[src/rtl/ldm_stm_sequencer_pkg.sv]
// ============================================================================
//  Module   : ldm_pkg
//  Brief    : Shared types and constants for the LDM/STM block-transfer sequencer
//  Revision : 1.0 - initial release
// ============================================================================
`default_nettype none

package ldm_pkg;

    typedef enum logic [1:0] {
        S_IDLE   = 2'd0,
        S_XFER   = 2'd1,
        S_BASEWB = 2'd2,
        S_FIN    = 2'd3
    } state_t;

    // Addressing mode is the {P, U} bit pair of the instruction
    typedef enum logic [1:0] {
        AM_DA = 2'b00,
        AM_IA = 2'b01,
        AM_DB = 2'b10,
        AM_IB = 2'b11
    } amode_t;

    localparam logic [3:0] PC_IDX     = 4'd15;
    localparam int         WORD_BYTES = 4;

endpackage

`default_nettype wire

[src/rtl/ldm_stm_sequencer_if.sv]
// ============================================================================
//  Module   : ldm_stm_sequencer_if
//  Brief    : Execute request, register-file and data-memory signals of the sequencer
//  Revision : 1.0 - initial release
// ============================================================================
`default_nettype none

interface ldm_stm_sequencer_if #(
    parameter int AW   = 32,
    parameter int NREG = 16
);
    // Execute request
    logic            start;
    logic            load;
    logic            up;
    logic            pre;
    logic            wb;
    logic [3:0]      rn;
    logic [NREG-1:0] reglist;
    logic [AW-1:0]   base;
    logic            busy;
    logic            done;

    // Register file
    logic [3:0]      ra;
    logic [AW-1:0]   rd_data;
    logic            rf_we;
    logic [3:0]      rf_wa;
    logic [AW-1:0]   rf_wd;
    logic            pc_we;
    logic [AW-1:0]   pc_wd;

    // Data memory
    logic            mem_req;
    logic            mem_we;
    logic [AW-1:0]   mem_addr;
    logic [AW-1:0]   mem_wd;
    logic [AW-1:0]   mem_rdata;
    logic            mem_ready;

    modport master (
        output start, load, up, pre, wb, rn, reglist, base,
        output rd_data, mem_rdata, mem_ready,
        input  busy, done, ra, rf_we, rf_wa, rf_wd, pc_we, pc_wd,
        input  mem_req, mem_we, mem_addr, mem_wd
    );

    modport slave (
        input  start, load, up, pre, wb, rn, reglist, base,
        input  rd_data, mem_rdata, mem_ready,
        output busy, done, ra, rf_we, rf_wa, rf_wd, pc_we, pc_wd,
        output mem_req, mem_we, mem_addr, mem_wd
    );

endinterface

`default_nettype wire

[src/rtl/ldm_stm_sequencer_reglist_ffs.sv]
// ============================================================================
//  Module   : reglist_ffs
//  Brief    : Find lowest set bit of a register list (index plus valid flag)
//  Revision : 1.0 - initial release
// ============================================================================
`default_nettype none

module reglist_ffs #(
    parameter int NREG = 16,
    parameter int IW   = $clog2(NREG)
) (
    input  wire logic [NREG-1:0] i_list,
    output logic      [IW-1:0]   o_idx,
    output logic                 o_valid
);

    // Scan from the top so the lowest set bit is the last one to win
    always_comb begin
        o_idx   = '0;
        o_valid = 1'b0;
        for (int i = NREG - 1; i >= 0; i--) begin
            if (i_list[i]) begin
                o_idx   = IW'(i);
                o_valid = 1'b1;
            end
        end
    end

endmodule

`default_nettype wire

[src/rtl/ldm_stm_sequencer.sv]
// ============================================================================
//  Module   : ldm_stm_sequencer
//  Brief    : Multi-cycle LDM/STM sequencer: one memory access per listed
//             register, lowest first, then optional base writeback
//  Revision : 1.0 - initial release
// ============================================================================
`default_nettype none

module ldm_stm_sequencer
    import ldm_pkg::*;
#(
    parameter int AW   = 32,
    parameter int NREG = 16
) (
    input  wire logic          clk,
    input  wire logic          reset,
    ldm_stm_sequencer_if.slave bus
);

    localparam int CW = $clog2(NREG + 1);
    localparam int SW = CW + 2;

    state_t          r_state;
    state_t          w_next;
    logic            r_load;
    logic            r_wb;
    logic            r_supp;
    logic [3:0]      r_rn;
    logic [NREG-1:0] r_list;
    logic [AW-1:0]   r_addr;
    logic [AW-1:0]   r_wbval;

    logic [CW-1:0]   w_cnt;
    logic [AW-1:0]   w_span;
    logic [AW-1:0]   w_base_up;
    logic [AW-1:0]   w_base_dn;
    logic [AW-1:0]   w_start_addr;
    logic [AW-1:0]   w_wbval;
    logic [NREG-1:0] w_list_clr;
    logic [3:0]      w_r;
    logic            w_rvalid;
    logic            w_last;
    logic            w_step;
    logic            w_accept;

    always_comb begin
        w_cnt = '0;
        for (int i = 0; i < NREG; i++) begin
            w_cnt = w_cnt + CW'(bus.reglist[i]);
        end
    end

    // 4N fits in SW bits and is zero-extended to the address width
    always_comb begin
        w_span         = '0;
        w_span[SW-1:0] = {w_cnt, 2'b00};
    end

    assign w_base_up = bus.base + w_span;
    assign w_base_dn = bus.base - w_span;
    assign w_wbval   = bus.up ? w_base_up : w_base_dn;

    always_comb begin
        case (amode_t'({bus.pre, bus.up}))
            AM_IA:   w_start_addr = bus.base;
            AM_IB:   w_start_addr = bus.base + AW'(WORD_BYTES);
            AM_DA:   w_start_addr = w_base_dn + AW'(WORD_BYTES);
            default: w_start_addr = w_base_dn;
        endcase
    end

    reglist_ffs #(
        .NREG (NREG)
    ) u_ffs (
        .i_list  (r_list),
        .o_idx   (w_r),
        .o_valid (w_rvalid)
    );

    always_comb begin
        w_list_clr      = r_list;
        w_list_clr[w_r] = 1'b0;
    end

    assign w_last   = (w_list_clr == '0);
    assign w_step   = (r_state == S_XFER) && w_rvalid && bus.mem_ready;
    assign w_accept = (r_state == S_IDLE) && bus.start;

    always_ff @(posedge clk) begin
        if (reset) begin
            r_state <= S_IDLE;
            r_load  <= 1'b0;
            r_wb    <= 1'b0;
            r_supp  <= 1'b0;
            r_rn    <= '0;
            r_list  <= '0;
            r_addr  <= '0;
            r_wbval <= '0;
        end else begin
            r_state <= w_next;
            if (w_accept) begin
                r_load  <= bus.load;
                r_wb    <= bus.wb;
                // A loaded base register keeps the loaded value, not the writeback
                r_supp  <= bus.load && bus.reglist[bus.rn];
                r_rn    <= bus.rn;
                r_list  <= bus.reglist;
                r_addr  <= w_start_addr;
                r_wbval <= w_wbval;
            end else if (w_step) begin
                r_list  <= w_list_clr;
                r_addr  <= r_addr + AW'(WORD_BYTES);
            end
        end
    end

    always_comb begin
        w_next       = r_state;
        bus.busy     = 1'b0;
        bus.done     = 1'b0;
        bus.ra       = '0;
        bus.rf_we    = 1'b0;
        bus.rf_wa    = '0;
        bus.rf_wd    = '0;
        bus.pc_we    = 1'b0;
        bus.pc_wd    = '0;
        bus.mem_req  = 1'b0;
        bus.mem_we   = 1'b0;
        bus.mem_addr = '0;
        bus.mem_wd   = '0;

        case (r_state)
            S_IDLE: begin
                if (bus.start) begin
                    if (w_cnt != '0) begin
                        w_next = S_XFER;
                    end else if (bus.wb) begin
                        w_next = S_BASEWB;
                    end else begin
                        w_next = S_FIN;
                    end
                end
            end

            S_XFER: begin
                bus.busy = 1'b1;
                if (w_rvalid) begin
                    bus.mem_req  = 1'b1;
                    bus.mem_addr = r_addr;
                    bus.mem_we   = !r_load;
                    // Register-file writes happen on negedge, so they follow mem_ready directly
                    if (!r_load) begin
                        bus.ra     = w_r;
                        bus.mem_wd = bus.rd_data;
                    end else if (w_r == PC_IDX) begin
                        bus.pc_we = bus.mem_ready;
                        bus.pc_wd = {bus.mem_rdata[AW-1:2], 2'b00};
                    end else begin
                        bus.rf_we = bus.mem_ready;
                        bus.rf_wa = w_r;
                        bus.rf_wd = bus.mem_rdata;
                    end
                    if (bus.mem_ready && w_last) begin
                        w_next = (r_wb && !r_supp) ? S_BASEWB : S_FIN;
                    end
                end else begin
                    w_next = S_FIN;
                end
            end

            S_BASEWB: begin
                bus.busy = 1'b1;
                if (r_rn == PC_IDX) begin
                    bus.pc_we = 1'b1;
                    bus.pc_wd = r_wbval;
                end else begin
                    bus.rf_we = 1'b1;
                    bus.rf_wa = r_rn;
                    bus.rf_wd = r_wbval;
                end
                w_next = S_FIN;
            end

            S_FIN: begin
                bus.done = 1'b1;
                w_next   = S_IDLE;
            end

            default: begin
                w_next = S_IDLE;
            end
        endcase
    end

endmodule

`default_nettype wire

[src/flat_wrapper.sv]
// flat-port wrapper written by rule: the top's interface ports become plain ports
module ldm_stm_sequencer_flat import ldm_pkg::*;
#(
    parameter int AW   = 32,
    parameter int NREG = 16
)
  (clk, reset, bus_start, bus_load, bus_up, bus_pre, bus_wb, bus_rn, bus_reglist, bus_base, bus_rd_data, bus_mem_rdata, bus_mem_ready, bus_busy, bus_done, bus_ra, bus_rf_we, bus_rf_wa, bus_rf_wd, bus_pc_we, bus_pc_wd, bus_mem_req, bus_mem_we, bus_mem_addr, bus_mem_wd);
  ldm_stm_sequencer_if #(.AW(AW), .NREG(NREG)) bus_i ();
  input  wire logic clk;
  input  wire logic reset;
  input wire logic [$bits(bus_i.start)-1:0] bus_start;
  input wire logic [$bits(bus_i.load)-1:0] bus_load;
  input wire logic [$bits(bus_i.up)-1:0] bus_up;
  input wire logic [$bits(bus_i.pre)-1:0] bus_pre;
  input wire logic [$bits(bus_i.wb)-1:0] bus_wb;
  input wire logic [$bits(bus_i.rn)-1:0] bus_rn;
  input wire logic [$bits(bus_i.reglist)-1:0] bus_reglist;
  input wire logic [$bits(bus_i.base)-1:0] bus_base;
  input wire logic [$bits(bus_i.rd_data)-1:0] bus_rd_data;
  input wire logic [$bits(bus_i.mem_rdata)-1:0] bus_mem_rdata;
  input wire logic [$bits(bus_i.mem_ready)-1:0] bus_mem_ready;
  output wire logic [$bits(bus_i.busy)-1:0] bus_busy;
  output wire logic [$bits(bus_i.done)-1:0] bus_done;
  output wire logic [$bits(bus_i.ra)-1:0] bus_ra;
  output wire logic [$bits(bus_i.rf_we)-1:0] bus_rf_we;
  output wire logic [$bits(bus_i.rf_wa)-1:0] bus_rf_wa;
  output wire logic [$bits(bus_i.rf_wd)-1:0] bus_rf_wd;
  output wire logic [$bits(bus_i.pc_we)-1:0] bus_pc_we;
  output wire logic [$bits(bus_i.pc_wd)-1:0] bus_pc_wd;
  output wire logic [$bits(bus_i.mem_req)-1:0] bus_mem_req;
  output wire logic [$bits(bus_i.mem_we)-1:0] bus_mem_we;
  output wire logic [$bits(bus_i.mem_addr)-1:0] bus_mem_addr;
  output wire logic [$bits(bus_i.mem_wd)-1:0] bus_mem_wd;
  assign bus_i.start = bus_start;
  assign bus_i.load = bus_load;
  assign bus_i.up = bus_up;
  assign bus_i.pre = bus_pre;
  assign bus_i.wb = bus_wb;
  assign bus_i.rn = bus_rn;
  assign bus_i.reglist = bus_reglist;
  assign bus_i.base = bus_base;
  assign bus_i.rd_data = bus_rd_data;
  assign bus_i.mem_rdata = bus_mem_rdata;
  assign bus_i.mem_ready = bus_mem_ready;
  assign bus_busy = bus_i.busy;
  assign bus_done = bus_i.done;
  assign bus_ra = bus_i.ra;
  assign bus_rf_we = bus_i.rf_we;
  assign bus_rf_wa = bus_i.rf_wa;
  assign bus_rf_wd = bus_i.rf_wd;
  assign bus_pc_we = bus_i.pc_we;
  assign bus_pc_wd = bus_i.pc_wd;
  assign bus_mem_req = bus_i.mem_req;
  assign bus_mem_we = bus_i.mem_we;
  assign bus_mem_addr = bus_i.mem_addr;
  assign bus_mem_wd = bus_i.mem_wd;
  ldm_stm_sequencer #(.AW(AW), .NREG(NREG)) u_core (.clk(clk), .reset(reset), .bus(bus_i));
endmodule
[config.mk]
export PLATFORM = sky130hd
export DESIGN_NAME = ldm_stm_sequencer_flat
export DESIGN_NICKNAME = d
export VERILOG_FILES = /design/src/rtl/ldm_stm_sequencer_pkg.sv /design/src/rtl/ldm_stm_sequencer_if.sv /design/src/rtl/ldm_stm_sequencer_reglist_ffs.sv /design/src/rtl/ldm_stm_sequencer.sv /design/src/flat_wrapper.sv
export SDC_FILE = /design/constraint.sdc
export NUM_CORES = 1
export LEC_CHECK = 0
export CORE_ASPECT_RATIO = 2
export CORE_MARGIN = 3
export CORE_UTILIZATION = 35
export DETAILED_ROUTE_END_ITERATION = 10
export PLACE_DENSITY_LB_ADDON = 0.12
export SLEW_MARGIN = 20
export SYNTH_ARGS = -nofsm -noshare
export SYNTH_HDL_FRONTEND = slang
export SYNTH_SLANG_ARGS = --single-unit
[constraint.sdc]
create_clock -name clk -period 16.8 [get_ports clk]
set_input_delay 1.68 -clock clk [delete_from_list [all_inputs] [get_ports clk]]
set_output_delay 1.68 -clock clk [all_outputs]
set_load 0.005 [all_outputs]
# [Word level (Yosys, flattened, before mapping)]
# Index checks and enable logic that the tools add are counted.
[totals] ff_bits=89 in_bits=124 output_inout_bits=142 wordCells=146
[classes] n_addsub=20 order_cmp=3 eq_ne=9 n_mux=88 bitwise_logic=2 n_reduce_logical=16
[ops] operator="2-to-1 mux 32 bit" n=16
[ops] operator="one-hot mux 32 bit (2 select lines)" n=2
[ops] operator="adder 32 x 3 -> 32 bit (second input constant)" n=3
[ops] operator="one-hot mux 32 bit (3 select lines)" n=1
[ops] operator="2-to-1 mux 4 bit" n=23
[ops] operator="adder 5 x 1 -> 5 bit" n=14
[ops] operator="2-to-1 mux 1 bit" n=34
[ops] operator="adder 32 x 7 -> 32 bit" n=1
[ops] operator="2-to-1 mux 16 bit" n=2
[ops] operator="subtractor 32 x 7 -> 32 bit" n=1
[ops] operator="bitwise AND 16 bit" n=1
[ops] operator="logical NOT 16 bit" n=1
[ops] operator="NOT 16 bit" n=1
[ops] operator="< comparator 4 x 5 -> 1 bit (second input constant)" n=2
[ops] operator="equality test 4 bit (second input constant)" n=2
[ops] operator="2-to-1 mux 2 bit" n=4
[ops] operator="one-hot mux 2 bit (4 select lines)" n=1
[ops] operator="one-hot mux 4 bit (2 select lines)" n=1
[ops] operator="logical AND 1 bit" n=7
[ops] operator="equality test 2 bit (second input constant)" n=3
[ops] operator="nonzero test 5 bit" n=1
[ops] operator="binary-select mux 1 bit (select 4 bit)" n=1
[ops] operator="demux 1 bit (select 4 bit)" n=1
[ops] operator="equality test 2 x 1 -> 1 bit (second input constant)" n=2
[ops] operator="10 further kinds" n=13

# [Longest topological paths before layout]
[depth] depth_word=27 depth_mapped=26 ltp_nobuf=24

# [Cells and area by module]
# From an unflattened synthesis, not the netlist that was laid out.
[hier_totals] hier_cells=1393 area_unflattened_um2=9709.3
[modules_own_cells] module="ldm_stm_sequencer" n_inst=1 cells_per_inst=1360 area_each_um2=9530.4 seq_area_each_um2=1781.7
[modules_own_cells] module="reglist_ffs" n_inst=1 cells_per_inst=33 area_each_um2=178.9 seq_area_each_um2=0.0

# [Worst setup path after synthesis]
# Ideal clock, no wire load.
[synth_path] path_kind="in2reg" start="in bus_reglist[0]" end="reg u_core.r_addr[24]" setup_time_ns=0.130 arrival_ns=8.192 required_ns=16.670 path_slack_ns=8.478 stages=24 n_path_buf=3 cell_sequence="ha_1 inv_1 fa_1 inv_1 fa_1 fa_1 inv_1 fa_1 fa_1 fa_1 xnor2_1 ha_1 buf_2 nor2b_1 a2111oi_4 buf_6 o21ai_2 a222oi_1 nand4b_1 or4_1 or3_1 buf_6 o221ai_2 o22ai_2"
[synth_between] elab_chain_cells=19
[synth_rtl] element="from (decl)" line="flat_wrapper.sv:17" source="input wire logic [$bits(bus_i.reglist)-1:0] bus_reglist;"
[synth_rtl] element="adder 1 x 1 -> 2 bit (*)" line="ldm_stm_sequencer.sv:49" source="w_cnt = w_cnt + CW'(bus.reglist[i]);"
[synth_rtl] element="adder 5 x 1 -> 5 bit (*) (14 in a row)" line="ldm_stm_sequencer.sv:49"
[synth_rtl] element="subtractor 32 x 7 -> 32 bit (*)" line="ldm_stm_sequencer.sv:60" source="assign w_base_dn = bus.base - w_span;"
[synth_rtl] element="adder 32 x 3 -> 32 bit" line="ldm_stm_sequencer.sv:67" source="AM_DA: w_start_addr = w_base_dn + AW'(WORD_BYTES);"
[synth_rtl] element="one-hot mux 32 bit (3 select lines) (*)" line="ldm_stm_sequencer.sv:64" source="case (amode_t'({bus.pre, bus.up}))"
[synth_rtl] element="2-to-1 mux 32 bit (*)" line="ldm_stm_sequencer.sv:101" source="if (w_accept) begin"
[synth_rtl] element="to (signal assigned)" line="ldm_stm_sequencer.sv:108" source="r_addr <= w_start_addr;"
[synth_rtl] element="to (signal assigned)" line="ldm_stm_sequencer.sv:112" source="r_addr <= r_addr + AW'(WORD_BYTES);"
[synth_rtl] element="to (decl)" line="ldm_stm_sequencer.sv:30" source="logic [AW-1:0] r_addr;"
# Every way passes the cells marked *; elsewhere a longest branch is shown, timed or not.
# A chain may end at the register's enable or synchronous reset.

# [Final worst setup path]
[layout_path] start="in bus_reglist[0]" end="reg u_core.r_addr[19]"
# Same word-level chain as after synthesis.

==> metrics.md <==
| Metric | Value |
|---|---|
| Outcome | complete, no violations |
| Sequential power share | 21.2% |
| Dpl ws | 6.85 ns |
| CTS max path bufs | 2 |
| Most common cell in the netlist | nand2_1 |
| Fmax achieved | 102 MHz |
| Layout cells sized above 1 | 4.83% |
| Worst EP required | 17.01 ns |
| Site Rows | 86 |
| Cts hold-fix bufs | 0 |
| Cell Int Power | 0.000776 W |
| Antenna cells | 0 |
| Synth warnings | 0 |
| Htree depth | 3 |
| Worst EP arrival | 9.98 ns |
| Worst rel slew slack | 28.5% |
| Final ANT Viol Nets | 0 |
| Post-synthesis sequential area ratio | 17.9% |
| Port bufs | 265 |
| Slowest stage cell, crit path | a2111oi_4 |
| Critical path class | in2reg |
| Starting Density | 35.8% |
| Global placer's final weighted congestion | 0.994 |
| Worst path max stage delay | 0.96 ns |
| Final min period | 9.77 ns |
| Die Ht | 244 um |
| Main synth FF type | dfxtp_1 |
| Final Hold Fails | 0 |
| Yosys top cell by area | dfxtp_1 |
| Post-Synth Adder-Cell Area | 5.69% |
| Vias per inst | 6.13 |
| CTS Buf Count | 9 |
| Crit path top cell by count | fa_1 |
| Netlist cell types | 82 |
| Setup crit end kind | register |
| EDFF count, synth | 0 |
| Layout area overhead | 31.1% |
| Worst-Margin Slew | 1.07 ns |
| Post-Syn Instances | 1396 |
| Via count | 11800 |
| Vias in the first global route | 11500 |
| CP Cell Sequence | clkdlybuf4s50_1 -> ha_1 -> inv_1 -> fa_1 -> inv_1 -> fa_1 -> fa_1 -> inv_1 -> fa_1 -> fa_1 -> fa_1 -> xnor2_1 -> ha_1 -> nor2b_1 -> a2111oi_4 -> o21ai_0 -> a222oi_1 -> nand4_1 -> nor4_1 -> xnor2_1 -> mux2i_1 -> a21oi_1 |
| CTS tree | done |
| Yosys top cell area share | 17.9% |
| Synth Area in Compound Gates | 26.3% |
| Worst Reg-to-Reg Cells | 8 |
| Cells after DPL | 1908 |
| Clock slew seen by the registers of the worst setup and hold paths | 0.07 ns |
| Drt first pass iters | 5 |
| Non-Filler Instances | 1924 |
| # Max-Cap Violations | 0 |
| PD cells | 118 nW/um^2 |
| Worst VDD drop | 0.0659 mV |
| Slew Limit Fails | 0 |
| Largest family of logic cells by synthesized area | simple AND/OR/NAND/NOR gates |
| Die Width | 125 um |
| Synth async-reset ratio | 0% |
| Worst-Skew Late Latency | 0.37 ns |
| Detailed Place HPWL | 36.1 mm |
| P_sw | 0.000756 W |
| Initial antenna violation count | 0 |
| Final setup fails | 0 |
| Core Footprint | 27800 um^2 |
| DRC viols | 0 |
| Number of synthesized register bits | 89 |
| RSZ-0062 raised after global routing | no |
| Overflow after GRT | 0 |
| Sink Count | 89 |
| Mux contribution to synthesized area | 1.65% |
| Xor/xnor share of the synthesized area | 8.55% |
| Clock share of power | 14.2% |
| Hold Crit Class | reg2reg |
| Top Ports | 266 |
| Leak Pwr | 4.39 nW |
| Post-synth top cells | nand2_1, clkbuf_1, a21oi_1, dfxtp_1, nor2_1 |
| Post-Synth Simple-Gate Area | 32.9% |
| Total track usage | 29.1% |
| DR WL/cell | 24.0 um |
| Detailed Route Iter0 Violations | 929 |
| Synth area leaders | dfxtp_1, nand2_1, a32oi_1 |
| Resized cells post-CTS | 0 |
| Global-route wire length before repair | 69.7 mm |
| Synthesized area per cell | 7.11 um^2 |
| CP startpoint kind | input port |
| Largest net degree at the start of global routing | 89 |
| Combinational Power Share | 64.6% |
| Hold Crit Depth | 2 |
| Synthesized area | 9930 um^2 |
| Overall die area | 30600 um^2 |
| Net Count, Synth | 1558 |
| Final #Nets | 1729 |
| Switching portion of total power | 49.4% |
| Setup Buffers After CTS | 0 |
| Clk_skew | 0.0115 ns |
| Root Buffer | clkbuf_16 |
| Final WL | 46.2 mm |
| Crit share post-route | 58.2% |
| Fillcell total | 2936 |
| Final TNS setup | 0 ns |
| Final worst slack | 7.03 ns |
| Worst-path maximum fanout | 18 |
==> path summary, 6_finish.rpt <==
check,from,slack (ns),endpoint
max,bus_reglist[0],7.03,u_core.r_addr[19]$_SDFFE_PP0P_
min,u_core.r_addr[0]$_SDFFE_PP0P_,0.45,u_core.r_addr[0]$_SDFFE_PP0P_
max reg2reg,u_core.r_state[0]$_SDFFE_PP0P_,13.54,u_core.r_addr[19]$_SDFFE_PP0P_
min reg2reg,u_core.r_addr[0]$_SDFFE_PP0P_,0.45,u_core.r_addr[0]$_SDFFE_PP0P_
==> metrics by stage <==
stage	util, %	power [W]	cell area [um^2]	hold slack, ns
floorplan	-	0.000937	9930	0.431
global placement	45.8	0.00130	12700	0.439
detailed placement	45.8	0.00131	12700	0.445
CTS	46.9	0.00153	13000	0.455
global route	46.9	0.00164	13000	0.494
finish	46.9	0.00153	13000	0.452
==> power groups by stage <==
| stage | combinational [W] | sequential, W | clock, W |
|---|---|---|---|
| floorplan | 0.000635 | 0.000303 | 0 |
| global placement | 0.000977 | 0.000327 | 0 |
| detailed placement | 0.000983 | 0.000328 | 0 |
| CTS | 0.000987 | 0.000323 | 0.000223 |
| global route | 0.00107 | 0.000332 | 0.000231 |
| finish | 0.000990 | 0.000325 | 0.000217 |
==> cell usage in the layout, fill, tap and decap left out, drive strengths merged, types with 47 or more instances in the layout <==
cell type / count
a21oi: 98
a32oi: 63
and2: 48
and3: 47
clkdlybuf4s50: 264
dfxtp: 89
inv: 56
nand2: 148
nand3: 51
nor2: 79
nor2b: 75
xnor2: 59
==> final cells by class <==
class                   count  area [um^2]  area share, %
multi-input cells        1129         7500           57.6
flip-flops and latches     89         1780           13.7
inverters                  53          199           1.53
clock inverters             7         77.6          0.596
well taps                 352          440           3.38
clock buffers               9          225           1.73
repair buffers            285         2800           21.5
==> flip-flops by register name (all words and copies together) (netlist names) <==
signal          flops
u_core.r_state      2
u_core.r_load       1
u_core.r_supp       1
u_core.r_addr      32
u_core.r_rn         4
u_core.r_list      16
u_core.r_wbval     32
u_core.r_wb         1
==> cells by family after synthesis <==
| kind of cell | Yosys count |
|---|---|
| adders and majority gates | 38 |
| AOI/OAI and AO/OA | 368 |
| and+or+nand+nor | 616 |
| buffers and inverters | 178 |
| DFF | 89 |
| xor gates and xnor gates | 97 |
| muxes | 10 |
==> worst max-delay path: cells and delay by family <==
kind                       cells  cell delay, ns
AOI/OAI and AO/OA              4            2.08
xor gates and xnor gates       2            0.51
adders and majority gates      8            3.46
buffers and inverters          4            0.63
muxes                          1            0.56
and+or+nand+nor                3            1.06
==> layer usage <==
metal | up-vias | GRT usage, % | share of wire, % | wire length (um)
met4 | 0 | 15.7 | 6.0 | 2760
met2 | 507 | 55.8 | 54 | 24900
met3 | 128 | 3.91 | 4.5 | 2080
met5 | - | 0 | 0 | 0
li1 | 5466 | - | - | -
met1 | 5699 | 30.0 | 36 | 16500
(Power assumes the default switching activity.)
